$ cat src/rtl/instruction_fetch_unit.sv
// instruction_fetch_unit: fetch stage of the accumulator processor.
// Samples the committed PC on a Fetch request and aligns it to a word
// address. It then runs a req/ack read on instruction memory and latches the
// returned word into the instruction register.
// Optional feature: define FETCH_TIMEOUT_EN to add a REQ watchdog. On expiry
// the unit drops MemReq, enters ERR and raises the sticky FetchErr flag.
module instruction_fetch_unit #(
  parameter int ADDR_W         = 16,
  parameter int DATA_W         = 16,
  parameter int TIMEOUT_CYCLES = 15
) (
  input  logic              CLK,
  input  logic              Reset,
  input  logic              Fetch,
  input  logic [ADDR_W-1:0] PC,
  output logic [ADDR_W-1:0] MemAddr,
  output logic              MemReq,
  input  logic              MemAck,
  input  logic [DATA_W-1:0] MemData,
  output logic [DATA_W-1:0] IRout,
  output logic [2:0]        Opcode,
  output logic [12:0]       IRimm,
  output logic              FetchDone,
  output logic              Busy,
  output logic              FetchErr
);

  typedef enum logic [1:0] {
    S_IDLE = 2'd0,
    S_REQ  = 2'd1,
    S_DONE = 2'd2,
    S_ERR  = 2'd3
  } state_t;

  // Clearing bit 0 with a mask keeps every PC bit on the datapath.
  localparam logic [ADDR_W-1:0] ALIGN_MASK = ~(ADDR_W'(1));

  // A watchdog limit outside 1..255 cannot be represented by the 8-bit counter.
  if (TIMEOUT_CYCLES < 1 || TIMEOUT_CYCLES > 255) begin : g_bad_timeout
    $error("instruction_fetch_unit: TIMEOUT_CYCLES must be in 1..255");
  end

  state_t            state_q, state_d;
  logic [ADDR_W-1:0] addr_q, addr_d;
  logic [DATA_W-1:0] ir_q, ir_d;
  logic              accept_s;
  logic              ack_s;

`ifdef FETCH_TIMEOUT_EN
  // The watchdog fires on the REQ cycle whose counter holds the final count.
  localparam logic [7:0] TIMEOUT_LAST = 8'(TIMEOUT_CYCLES - 1);
  logic [7:0] cnt_q, cnt_d;
  logic       err_q, err_d;
  logic       expire_s;
`endif

  // Register stage: FSM state, latched address, instruction register.
  always_ff @(posedge CLK or negedge Reset) begin
    if (!Reset) begin
      state_q <= S_IDLE;
      addr_q  <= '0;
      ir_q    <= '0;
`ifdef FETCH_TIMEOUT_EN
      cnt_q   <= 8'd0;
      err_q   <= 1'b0;
`endif
    end else begin
      state_q <= state_d;
      addr_q  <= addr_d;
      ir_q    <= ir_d;
`ifdef FETCH_TIMEOUT_EN
      cnt_q   <= cnt_d;
      err_q   <= err_d;
`endif
    end
  end

  // Acceptance of a new fetch and a valid acknowledge. Ack counts only in REQ.
  always_comb begin
    accept_s = Fetch && (state_q == S_IDLE || state_q == S_DONE || state_q == S_ERR);
    ack_s    = (state_q == S_REQ) && MemAck;
`ifdef FETCH_TIMEOUT_EN
    expire_s = (state_q == S_REQ) && !MemAck && (cnt_q == TIMEOUT_LAST);
`endif
  end

  // Next-state logic: one fetch in flight, back-to-back acceptance from DONE.
  always_comb begin
    state_d = state_q;
    case (state_q)
      S_IDLE: begin
        if (Fetch) state_d = S_REQ;
        else       state_d = S_IDLE;
      end
      S_REQ: begin
        if (MemAck) state_d = S_DONE;
`ifdef FETCH_TIMEOUT_EN
        else if (cnt_q == TIMEOUT_LAST) state_d = S_ERR;
`endif
        else state_d = S_REQ;
      end
      S_DONE: begin
        if (Fetch) state_d = S_REQ;
        else       state_d = S_IDLE;
      end
`ifdef FETCH_TIMEOUT_EN
      S_ERR: begin
        if (Fetch) state_d = S_REQ;
        else       state_d = S_ERR;
      end
`endif
      default: state_d = S_IDLE;
    endcase
  end

  // Datapath updates: the address latches on acceptance, IR loads on a REQ ack.
  always_comb begin
    if (accept_s) addr_d = PC & ALIGN_MASK;
    else          addr_d = addr_q;
    if (ack_s) ir_d = MemData;
    else       ir_d = ir_q;
`ifdef FETCH_TIMEOUT_EN
    if (accept_s)                         cnt_d = 8'd0;
    else if (state_q == S_REQ && !MemAck) cnt_d = cnt_q + 8'd1;
    else                                  cnt_d = cnt_q;
    if (accept_s)      err_d = 1'b0;
    else if (expire_s) err_d = 1'b1;
    else               err_d = err_q;
`endif
  end

  // Output decode: every output comes from state or a flop, never from MemAck.
  always_comb begin
    MemReq    = (state_q == S_REQ);
    Busy      = (state_q == S_REQ);
    FetchDone = (state_q == S_DONE);
    MemAddr   = addr_q;
    IRout     = ir_q;
    Opcode    = ir_q[15:13];
    IRimm     = ir_q[12:0];
`ifdef FETCH_TIMEOUT_EN
    FetchErr  = err_q;
`else
    FetchErr  = 1'b0;
`endif
  end

endmodule
$ cat config.mk
export PLATFORM = sky130hd
export DESIGN_NAME = instruction_fetch_unit
export DESIGN_NICKNAME = d
export VERILOG_FILES = /design/src/rtl/instruction_fetch_unit.sv
export SDC_FILE = /design/constraint.sdc
export NUM_CORES = 1
export LEC_CHECK = 0
export ABC_AREA = 1
export CAP_MARGIN = 20
export CORE_MARGIN = 5
export CORE_UTILIZATION = 40
export CTS_CLUSTER_DIAMETER = 60
export DETAILED_ROUTE_END_ITERATION = 16
export GPL_TIMING_DRIVEN = 1
export PLACE_DENSITY = 0.92
export SKIP_CTS_REPAIR_TIMING = 1
export SYNTH_ARGS = -nofsm -noshare
export SYNTH_HDL_FRONTEND = slang
export SYNTH_SLANG_ARGS = --single-unit
$ cat constraint.sdc
create_clock -name CLK -period 1.86 [get_ports CLK]
set_clock_uncertainty 0.1 [all_clocks]
set_input_delay 0.372 -clock CLK [delete_from_list [all_inputs] [get_ports CLK]]
set_output_delay 0.372 -clock CLK [all_outputs]
set_load 0.01 [all_outputs]
==> results.md <==
* Largest net degree at the start of global routing at 34
* Register-to-register setup slack at 490 ps
* Pre-CTS WS at 298 ps
* Crit path kind: reg2out
* Met2 wire length at 1.86 mm
* Sequential power share at 35.9%
* Placed cell area at 0.00225 mm^2
* Mapped Cells at 165
* CTS sink cnt at 33
* Worst path slowest cell: clkdlybuf4s50_1
* Num rows at 22
* Starting Density at 41.3%
* Yosys cell types at 15
* Final critical-path required period at 1700 ps
* Met3 wire length at 390 um
* Crit share post-route at 91.2%
* Run status: complete, no violations
* Input/output buffers at 84
* CTS tree: yes
* Uppermost layer routed: met4
* Switch share at 30.5%
* Leakage at 1.16 nW
* First-pass GRT wire length at 6.40 mm
* Post-route setup slack at 163 ps
* Synthesis warning total at 0
* Post-synthesis cell area at 0.00151 mm^2
* Crit path max-delay family: buffers and inverters
* Setup crit start kind: flop
* Setup Viol. Count Final at 0
* Area growth syn-to-layout at 57.1%
* Post-route cell area at 0.00238 mm^2
* Max-Cap Viols at 0
* Final hold viol count at 0
* Root Driver: clkbuf_8
* Crit-path max FO at 3
* RSZ-0062 raised after global routing: no
* Peak VDD IR at 0.000583 V
* Vias in the first global route at 1,384
* H-tree level count at 2
* Met1 WL at 1.56 mm
* Clock Tree Buf Depth at 2
* Final nets at 270
* Leading area contributor after synthesis: dfrtp_1
* Die W at 71.5 um
* Max-slew violations at 0
* CP arrival at 1230 ps
* Core Area at 0.00366 mm^2
* Comb power frac at 40.8%
* Avg WL per Cell at 13.7 um
* Crit path buffers/inverters at 1
* Iteration-0 DRC Markers at 69
* Number of routed nets with antenna violations at 0
* Global Route Usage Sum at 15.9%
* Internal power at 2.04 mW
* Die Height at 71.5 um
* Detailed-route via count at 1,358
* Final WL at 3.89 mm
* Synth area leaders: dfrtp_1 (55%), nand2_1 (15%), buf_4 (10%)
* Layout cells sized above 1 at 7.66%
* Sequential share of the synthesized area at 54.6%
* Hold WC Path Type: reg2reg
* Max incr delay on CP at 560 ps
* DRC Markers at 0
* Clock share of power at 23.4%
* Drt first pass iters at 4
* # IOs at 88
* Clock Latency Late Sink at 280 ps
* CTS clk-pin slew, worst paths at 60 ps
* Crit end category: primary output
* Top achievable clock speed at 589 MHz
* Die Area at 0.00511 mm^2
* #FFs+latches synth at 33
* Initial antenna violation count at 0
* Syn avg cell area at 9.17 um^2
* Total CTS buffers at 5
* NetSw at 895 uW
* Total power at 2.94 mW
* Critical path cell sequence: clkdlybuf4s50_1
* Vias per cell at 4.80
* Post-DP HPWL at 2.83 mm
* Grt ovf at 0
* PwrDens at 1240 mW/mm^2
* N_diodes at 0
* Req. time, crit path at 1390 ps
* Gp weighted congestion at 0.751
* Top cell type's share of synthesized area at 54.6%
==> layout by cell type (no fill, tap or decap) <==
cell | netlist | final
bufinv_16 | 0 | 1
clkbuf_8 | 0 | 6
inv_4 | 1 | 1
clkdlybuf4s50_1 | 0 | 81
nor2_1 | 1 | 1
o22ai_1 | 1 | 1
nand3_1 | 15 | 15
nand3_4 | 1 | 1
nand2_4 | 1 | 1
nand2_1 | 61 | 61
inv_1 | 3 | 3
nand4_1 | 16 | 16
conb_1 | 1 | 2
buf_4 | 21 | 6
nand2_2 | 2 | 2
dlymetal6s2s_1 | 0 | 3
clkbuf_1 | 0 | 1
dfrtp_1 | 33 | 33
==> registers in the layout, summed over array words and instances (netlist names) <==
| register | count |
|---|---|
| state_q | 2 |
| MemAddr | 15 |
| IRout | 16 |
==> final timing paths <==
check                                    endpoint  cells after the start                    from
setup / recovery                        IRout[14]                      1   IRout[14]$_DFFE_PN0P_
hold / removal             MemAddr[1]$_DFFE_PN0P_                      2  MemAddr[1]$_DFFE_PN0P_
setup reg to reg           MemAddr[1]$_DFFE_PN0P_                      5    state_q[0]$_DFF_PN0_
hold reg to reg            MemAddr[1]$_DFFE_PN0P_                      2  MemAddr[1]$_DFFE_PN0P_
max in group asynchronous  MemAddr[2]$_DFFE_PN0P_                      2                   Reset
min in group asynchronous    IRout[8]$_DFFE_PN0P_                      2                   Reset
==> cell families after synthesis <==
| logic type | synth area share, % |
|---|---|
| simple gates | 29.7 |
| compound gates | 0.414 |
| flops | 54.6 |
| buf+inv | 15.1 |
| other cells | 0.248 |
==> Yosys cell counts <==
library cell	instances
buf_6	2
o22ai_1	1
nand4_1	16
conb_1	1
nand2_1	61
nand2_4	1
nand3_4	1
nand2_2	2
dfrtp_1	33
nand3_1	15
inv_1	3
nor2_1	1
inv_4	1
buf_2	6
buf_4	21
==> power by group through the flow <==
stage                     clock, mW  combinational [mW]  sequential, mW
final                         0.686                1.20            1.05
after global routing          0.729                1.30            1.09
after CTS                     0.699                1.22            1.06
after detailed placement          0                1.22            1.07
after global placement            0                1.20            1.05
after floorplan                   0               0.513            1.14
==> through the flow <==
step                      hold slack, ps  std cells  util (%)  TNS [ps]
after floorplan                    -23.6        166         -         0
after global placement               353        275      61.5         0
after detailed placement             359        275      61.5         0
after CTS                            374        283      64.7     -74.5
after global routing                 386        283      64.9         0
final                                376        283      64.9         0
==> cell type report <==
cell class	instances	area, um^2
clock inverters	1	30.0
well taps	48	60.1
inverters	4	17.5
clock buffers	7	86.3
multi-input cells	100	463
fillers	306	1280
repair buffers	90	893
flip-flops and latches	33	826
==> routing by layer <==
layer | vias to the layer above | track usage, %
met5 | - | 0
met4 | 0 | 7.52
met3 | 9 | 6.17
met2 | 75 | 26.5
met1 | 618 | 17.8
li1 | 656 | -
Power figures use the tool's default switching activity.
